`src/rtl/ps2_kbd_tx.sv`:
```
// Purpose: PS/2 device-side transmitter; bytes queue in a FIFO and go out as 11-bit frames (start, 8 data LSB first, odd parity, stop).
// Latency: a push into an empty idle block drives the start bit two edges later; a frame takes 22*CLK_DIV cycles plus GAP_CYCLES idle.
// Backpressure: in_ready drops when the FIFO is full; host inhibit holds off a frame start or aborts a frame before its stop bit.
module ps2_kbd_tx #(
    parameter int CLK_DIV    = 2,
    parameter int FIFO_DEPTH = 8,
    parameter int GAP_CYCLES = 8
) (
    input  logic                              clock,
    input  logic                              reset,
    input  logic                              in_valid,
    input  logic [7:0]                        in_data,
    output logic                              in_ready,
    input  logic                              inhibit,
    output logic                              ps2_clk,
    output logic                              ps2_dat,
    output logic                              busy,
    output logic [$clog2(FIFO_DEPTH+1)-1:0]   fifo_count,
    output logic                              tx_done,
    output logic                              tx_abort
);

    localparam int CW = $clog2(FIFO_DEPTH + 1);
    localparam int AW = $clog2(FIFO_DEPTH);
    localparam int DW = $clog2(CLK_DIV + 1);
    localparam int GW = $clog2(GAP_CYCLES + 1);

    typedef enum logic [1:0] {
        ST_IDLE = 2'd0,
        ST_HIGH = 2'd1,
        ST_LOW  = 2'd2,
        ST_GAP  = 2'd3
    } state_t;

    // FIFO storage and bookkeeping
    logic [7:0]    mem_q [FIFO_DEPTH];
    logic [AW-1:0] wr_ptr_q, rd_ptr_q;
    logic [CW-1:0] count_q, count_d;
    logic          in_ready_q;
    logic          push, pop;
    logic [7:0]    head_dat;

    // Frame sequencer state
    state_t        state_q, state_d;
    logic [3:0]    bit_q, bit_d;
    logic [DW-1:0] div_q, div_d;
    logic [GW-1:0] gap_q, gap_d;
    logic [10:0]   shift_q, shift_d;
    logic          done_evt, abort_evt;

    // Registered line drivers and event pulses
    logic          clk_d, dat_d, busy_d;
    logic          ps2_clk_q, ps2_dat_q, busy_q;
    logic          done_s_q, abort_s_q;
    logic          tx_done_q, tx_abort_q;

    assign push     = in_valid & in_ready_q;
    assign pop      = done_evt;
    assign head_dat = mem_q[rd_ptr_q];

    // Occupancy update; simultaneous push and pop leave the count unchanged
    always_comb begin
        count_d = count_q;
        case ({push, pop})
            2'b10:   count_d = count_q + CW'(1);
            2'b01:   count_d = count_q - CW'(1);
            default: count_d = count_q;
        endcase
    end

    // FIFO pointers, count and registered ready flag
    always_ff @(posedge clock or posedge reset) begin
        if (reset) begin
            wr_ptr_q   <= '0;
            rd_ptr_q   <= '0;
            count_q    <= '0;
            in_ready_q <= 1'b1;
        end else begin
            if (push) wr_ptr_q <= wr_ptr_q + AW'(1);
            if (pop)  rd_ptr_q <= rd_ptr_q + AW'(1);
            count_q    <= count_d;
            in_ready_q <= (count_d < CW'(FIFO_DEPTH));
        end
    end

    // FIFO data array; contents are meaningless once the pointers are cleared
    always_ff @(posedge clock) begin
        if (push) mem_q[wr_ptr_q] <= in_data;
    end

    // Sequencer state register
    always_ff @(posedge clock or posedge reset) begin
        if (reset) begin
            state_q <= ST_IDLE;
            bit_q   <= '0;
            div_q   <= '0;
            gap_q   <= '0;
            shift_q <= '1;
        end else begin
            state_q <= state_d;
            bit_q   <= bit_d;
            div_q   <= div_d;
            gap_q   <= gap_d;
            shift_q <= shift_d;
        end
    end

    // Next-state: phase timing, bit stepping, abort before the stop bit, pop on completion
    always_comb begin
        state_d   = state_q;
        bit_d     = bit_q;
        div_d     = div_q;
        gap_d     = gap_q;
        shift_d   = shift_q;
        done_evt  = 1'b0;
        abort_evt = 1'b0;
        case (state_q)
            ST_IDLE: begin
                if ((count_q != '0) && !inhibit) begin
                    // head byte is only copied; it leaves the FIFO when the frame completes
                    state_d = ST_HIGH;
                    bit_d   = 4'd0;
                    div_d   = DW'(CLK_DIV);
                    shift_d = {1'b1, ~^head_dat, head_dat, 1'b0};
                end
            end
            ST_HIGH: begin
                if (inhibit && (bit_q != 4'd10)) begin
                    state_d   = ST_GAP;
                    gap_d     = GW'(GAP_CYCLES);
                    abort_evt = 1'b1;
                end else if (div_q == DW'(1)) begin
                    state_d = ST_LOW;
                    div_d   = DW'(CLK_DIV);
                end else begin
                    div_d = div_q - DW'(1);
                end
            end
            ST_LOW: begin
                if (inhibit && (bit_q != 4'd10)) begin
                    state_d   = ST_GAP;
                    gap_d     = GW'(GAP_CYCLES);
                    abort_evt = 1'b1;
                end else if (div_q == DW'(1)) begin
                    if (bit_q == 4'd10) begin
                        state_d  = ST_GAP;
                        gap_d    = GW'(GAP_CYCLES);
                        done_evt = 1'b1;
                    end else begin
                        state_d = ST_HIGH;
                        bit_d   = bit_q + 4'd1;
                        div_d   = DW'(CLK_DIV);
                        shift_d = {1'b1, shift_q[10:1]};
                    end
                end else begin
                    div_d = div_q - DW'(1);
                end
            end
            ST_GAP: begin
                if (gap_q == GW'(1)) state_d = ST_IDLE;
                else                 gap_d   = gap_q - GW'(1);
            end
            default: state_d = ST_IDLE;
        endcase
    end

    // Line levels per state; the current bit sits in shift_q[0]
    always_comb begin
        clk_d  = 1'b1;
        dat_d  = 1'b1;
        busy_d = 1'b1;
        case (state_q)
            ST_IDLE: busy_d = 1'b0;
            ST_HIGH: dat_d  = shift_q[0];
            ST_LOW: begin
                clk_d = 1'b0;
                dat_d = shift_q[0];
            end
            default: begin
                clk_d = 1'b1;
                dat_d = 1'b1;
            end
        endcase
    end

    // Output registers; pulses take one extra stage so they line up with the line change they report
    always_ff @(posedge clock or posedge reset) begin
        if (reset) begin
            ps2_clk_q  <= 1'b1;
            ps2_dat_q  <= 1'b1;
            busy_q     <= 1'b0;
            done_s_q   <= 1'b0;
            abort_s_q  <= 1'b0;
            tx_done_q  <= 1'b0;
            tx_abort_q <= 1'b0;
        end else begin
            ps2_clk_q  <= clk_d;
            ps2_dat_q  <= dat_d;
            busy_q     <= busy_d;
            done_s_q   <= done_evt;
            abort_s_q  <= abort_evt;
            tx_done_q  <= done_s_q;
            tx_abort_q <= abort_s_q;
        end
    end

    assign in_ready   = in_ready_q;
    assign fifo_count = count_q;
    assign ps2_clk    = ps2_clk_q;
    assign ps2_dat    = ps2_dat_q;
    assign busy       = busy_q;
    assign tx_done    = tx_done_q;
    assign tx_abort   = tx_abort_q;

endmodule

```
`config.mk`:
```
export PLATFORM = sky130hd
export DESIGN_NAME = ps2_kbd_tx
export DESIGN_NICKNAME = d
export VERILOG_FILES = /design/src/rtl/ps2_kbd_tx.sv
export SDC_FILE = /design/constraint.sdc
export NUM_CORES = 1
export LEC_CHECK = 0
export CORE_ASPECT_RATIO = 0.5
export CORE_MARGIN = 1.5
export CORE_UTILIZATION = 24
export CTS_BUF_LIST = sky130_fd_sc_hd__clkbuf_2 sky130_fd_sc_hd__clkbuf_4 sky130_fd_sc_hd__clkbuf_8
export CTS_CLUSTER_SIZE = 40
export DETAILED_ROUTE_END_ITERATION = 7
export GPL_TIMING_DRIVEN = 0
export HOLD_SLACK_MARGIN = 0.02
export PLACE_DENSITY_LB_ADDON = 0.3
export REMOVE_ABC_BUFFERS = 1
export SYNTH_ARGS = -nofsm -noshare
export SYNTH_HDL_FRONTEND = slang
export SYNTH_SLANG_ARGS = --single-unit
```
`constraint.sdc`:
```
create_clock -name clock -period 2.9 [get_ports clock]
set_input_delay 0.87 -clock clock [delete_from_list [all_inputs] [get_ports clock]]
set_output_delay 0.87 -clock clock [all_outputs]
set_load 0.02 [all_outputs]
```
==> results.sh <==
export IMPL_drt_iter0_drc=157
export IMPL_cp_required_ps=3170
export IMPL_viasPerCell=4.04
export IMPL_die_area_mm2=0.0198
export IMPL_ant_nets=0
export IMPL_start_util_pct=24.6
export IMPL_worstPathCellList="clkdlybuf4s50_1 -> nand2_1 -> ha_2 -> ha_1 -> a21o_1 -> a21oi_1 -> xnor2_1 -> nand2b_1 -> xor2_1 -> inv_1"
export IMPL_timing_hold_ws_ps=360
export IMPL_ir_drop_mv=0.262
export IMPL_placed_cells=567
export IMPL_clk_latency_ps=380
export IMPL_clkSinkCount=104
export IMPL_gp_congestion=0.687
export IMPL_vias=2358
export IMPL_hold_violations=0
export IMPL_clk_pin_slew_ps=110
export IMPL_r2r_setup_slack_ps=230
export IMPL_pin_count=22
export IMPL_dp_worst_setup_slack_ps=-531
export IMPL_syn_inst=294
export IMPL_grt_max_degree=41
export IMPL_r2r_cells=12
export IMPL_synth_area_mm2=0.00453
export IMPL_crit_path_top_delay_cell="clkdlybuf4s50_1"
export IMPL_syn_to_final_growth_pct=16.5
export IMPL_setup_viol=0
export IMPL_synth_flop_cell="edfxtp_1"
export IMPL_crit_arrival_ps=3000
export IMPL_p_leak_nw=1.82
export IMPL_dieHeight_um=100
export IMPL_row_count=35
export IMPL_cts_tree="built"
export IMPL_fmax_ghz=0.366
export IMPL_numCtsBuffers=9
export IMPL_postCtsHoldBufs=0
export IMPL_skew_ps=20.0
export IMPL_crit_fanout=7
export IMPL_path_class="in2reg"
export IMPL_antennaDiodeCount=0
export IMPL_dr_pass1_iters=4
export IMPL_totalWireLength_um=8160
export IMPL_fin_ws_ps=171
export IMPL_nets=347
export IMPL_dpl_hpwl_um=5250
export IMPL_maxCapViolCount=0
export IMPL_synthDistinctLibCells=44
export IMPL_antenna_found_initial=0
export IMPL_synth_edff_count=64
export IMPL_drcViolationCount=0
export IMPL_grt_pass1_wl_um=13000
export IMPL_r2r_start="state_q[0]$_DFFE_PP0P_"
export IMPL_whs_path_depth=0
export IMPL_async_reset_ff_share_pct=38.5
export IMPL_rsz0062_at_grt="yes"
export IMPL_root_buffer="clkbuf_8"
export IMPL_clockBufferDepth=2
export IMPL_min_period_ps=2730
export IMPL_yosys_register_bits=104
export IMPL_worstMarginPinSlew_ps=1010
export IMPL_relSlewSlack_pct=32.4
export IMPL_worstHoldEndpoint="tx_abort$_DFF_PP0_"
export IMPL_core_area_mm2=0.0184
export IMPL_drive_above_1_share_pct=19.4
export IMPL_setup_tns_final_ps=0
export IMPL_maxSlewViolCount=0
export IMPL_wire_per_inst_um=14.0
export IMPL_die_w_um=197
export IMPL_status="finished, final reports clean"
export IMPL_endpoint_kind="flip-flop"
export IMPL_min_delay_start="abort_s_q$_DFF_PP0_"
export IMPL_htree_levels=3
export IMPL_final_common_cell="edfxtp_1"
export IMPL_syn_avg_cell_area_um2=15.4
export IMPL_final_cell_area_mm2=0.00528
export IMPL_grt_usage_pct=8.76
export IMPL_final_cell_mix="edfxtp_1, dfrtp_1, clkdlybuf4s50_1"
export IMPL_portBuffers=21
export IMPL_final_period_utilization_pct=94.1
export IMPL_grt_pass1_vias=2296
export IMPL_p_per_area_mw_per_mm2=818
export IMPL_grt_overflow_total=0
export IMPL_fin_cells=584
export IMPL_yosysWarnings=0
export IMPL_holdCritPathClass="reg2reg"
export IMPL_cp_start_kind="input port"
export IMPL_dpl_cell_area_mm2=0.00504
export IMPL_slowest_delay_ps=510
export IMPL_yosysSeqAreaShare_pct=64.9
[logic make-up (layout without fill, tap and decap cells)]
kind of cell | count (synthesis) | after routing | share of synthesized area, %
AND/OR/NAND/NOR | 62 | 62 | 6.66
buffers and inverters | 23 | 54 | 2.60
AO/OA/AOI/OAI | 44 | 44 | 5.52
adder cells (fa/ha/maj) | 15 | 15 | 4.31
multiplexers | 30 | 30 | 12.8
flip-flops | 104 | 104 | 64.9
XOR/XNOR | 16 | 16 | 3.26
[flip-flops by register name, summed over array words and instances, names as in the netlist, named ones only]
signal and cells:
shift_q 10, state_q 2, rd_ptr_q 3, tx_abort 1
in_ready 1, mem_q 64, wr_ptr_q 3, tx_done 1
ps2_dat 1, bit_q 4, div_q 2, busy 1
abort_s_q 1, fifo_count 3, ps2_clk 1, gap_q 4
done_s_q 1
[layout make-up]
| type | count | area [um2] |
|---|---|---|
| Sequential cell | 104 | 2940 |
| Fill cell | 1861 | 13200 |
| Tap cell | 259 | 324 |
| Multi-Input combinational cell | 167 | 1520 |
| Clock inverter | 7 | 73.8 |
| Clock buffer | 9 | 124 |
| Timing Repair Buffer | 24 | 243 |
| Inverter | 14 | 52.6 |
[report_power, final]
part	switching, mW	internal [mW]	leakage [nW]
Sequential	0.205	1.95	1.05
Combinational	0.696	0.559	0.667
Clock	0.564	0.346	0.103
Total	1.46	2.85	1.82
[metal layers]
| layer | vias to the layer above | routed length [um] | track usage [%] |
|---|---|---|---|
| met5 | - | 0 | 0 |
| met4 | 0 | 95 | 2.47 |
| met3 | 7 | 231 | 2.45 |
| met2 | 22 | 3770 | 13.8 |
| met1 | 1186 | 4060 | 11.9 |
| li1 | 1143 | - | - |
[metrics by stage]
stage / util [%] / total power, mW
after floorplan: - / 2.98
after global placement: 27.1 / 3.37
after detailed placement: 27.4 / 3.42
after CTS: 28.5 / 4.36
after global routing: 28.6 / 4.63
final: 28.6 / 4.32
[synth_stat cells, types with 5 or more instances]
master / n / area (um2)
nor2_1: 16 / 60.1
nand2b_1: 5 / 31.3
a21oi_1: 15 / 75.1
dfstp_2: 13 / 342
mux4_1: 7 / 184
nand2_1: 18 / 67.6
mux4_2: 9 / 203
o21ai_0: 7 / 35.0
mux2_2: 5 / 56.3
edfxtp_1: 64 / 1920
xnor2_1: 12 / 105
ha_1: 14 / 175
o21ai_1: 12 / 60.1
dfrtp_1: 27 / 676
inv_1: 14 / 52.6
[worst max-delay path by stage]
stage | end | start | cells past startpoint | slack, ps
2_1_floorplan | flip-flop | state_q[0]$_DFFE_PP0P_ | 12 | 40
3_3_place_gp | mem_q[0][2]$_DFFE_PP_ | in_valid | 3 | -810
3_5_place_dp | flip-flop | state_q[0]$_DFFE_PP0P_ | 12 | -530
4_1_cts | flip-flop | state_q[0]$_DFFE_PP0P_ | 12 | 3
5_1_grt | flip-flop | state_q[0]$_DFFE_PP0P_ | 12 | -20
6_report | flip-flop | in_valid | 10 | 170
[what timing repair did]
action                     CTS  global route
resized for setup            3             3
buffers inserted             0             1
setup endpoints to repair    5             3
[worst max-delay path, delay by kind of cell]
kind                       cells  cell delay (ps)
adders and majority gates      2              590
buffers and inverters          2              570
AOI/OAI and AO/OA              2              330
xor gates and xnor gates       2              330
and+or+nand+nor                2              320
Power figures use the tool's default switching activity.
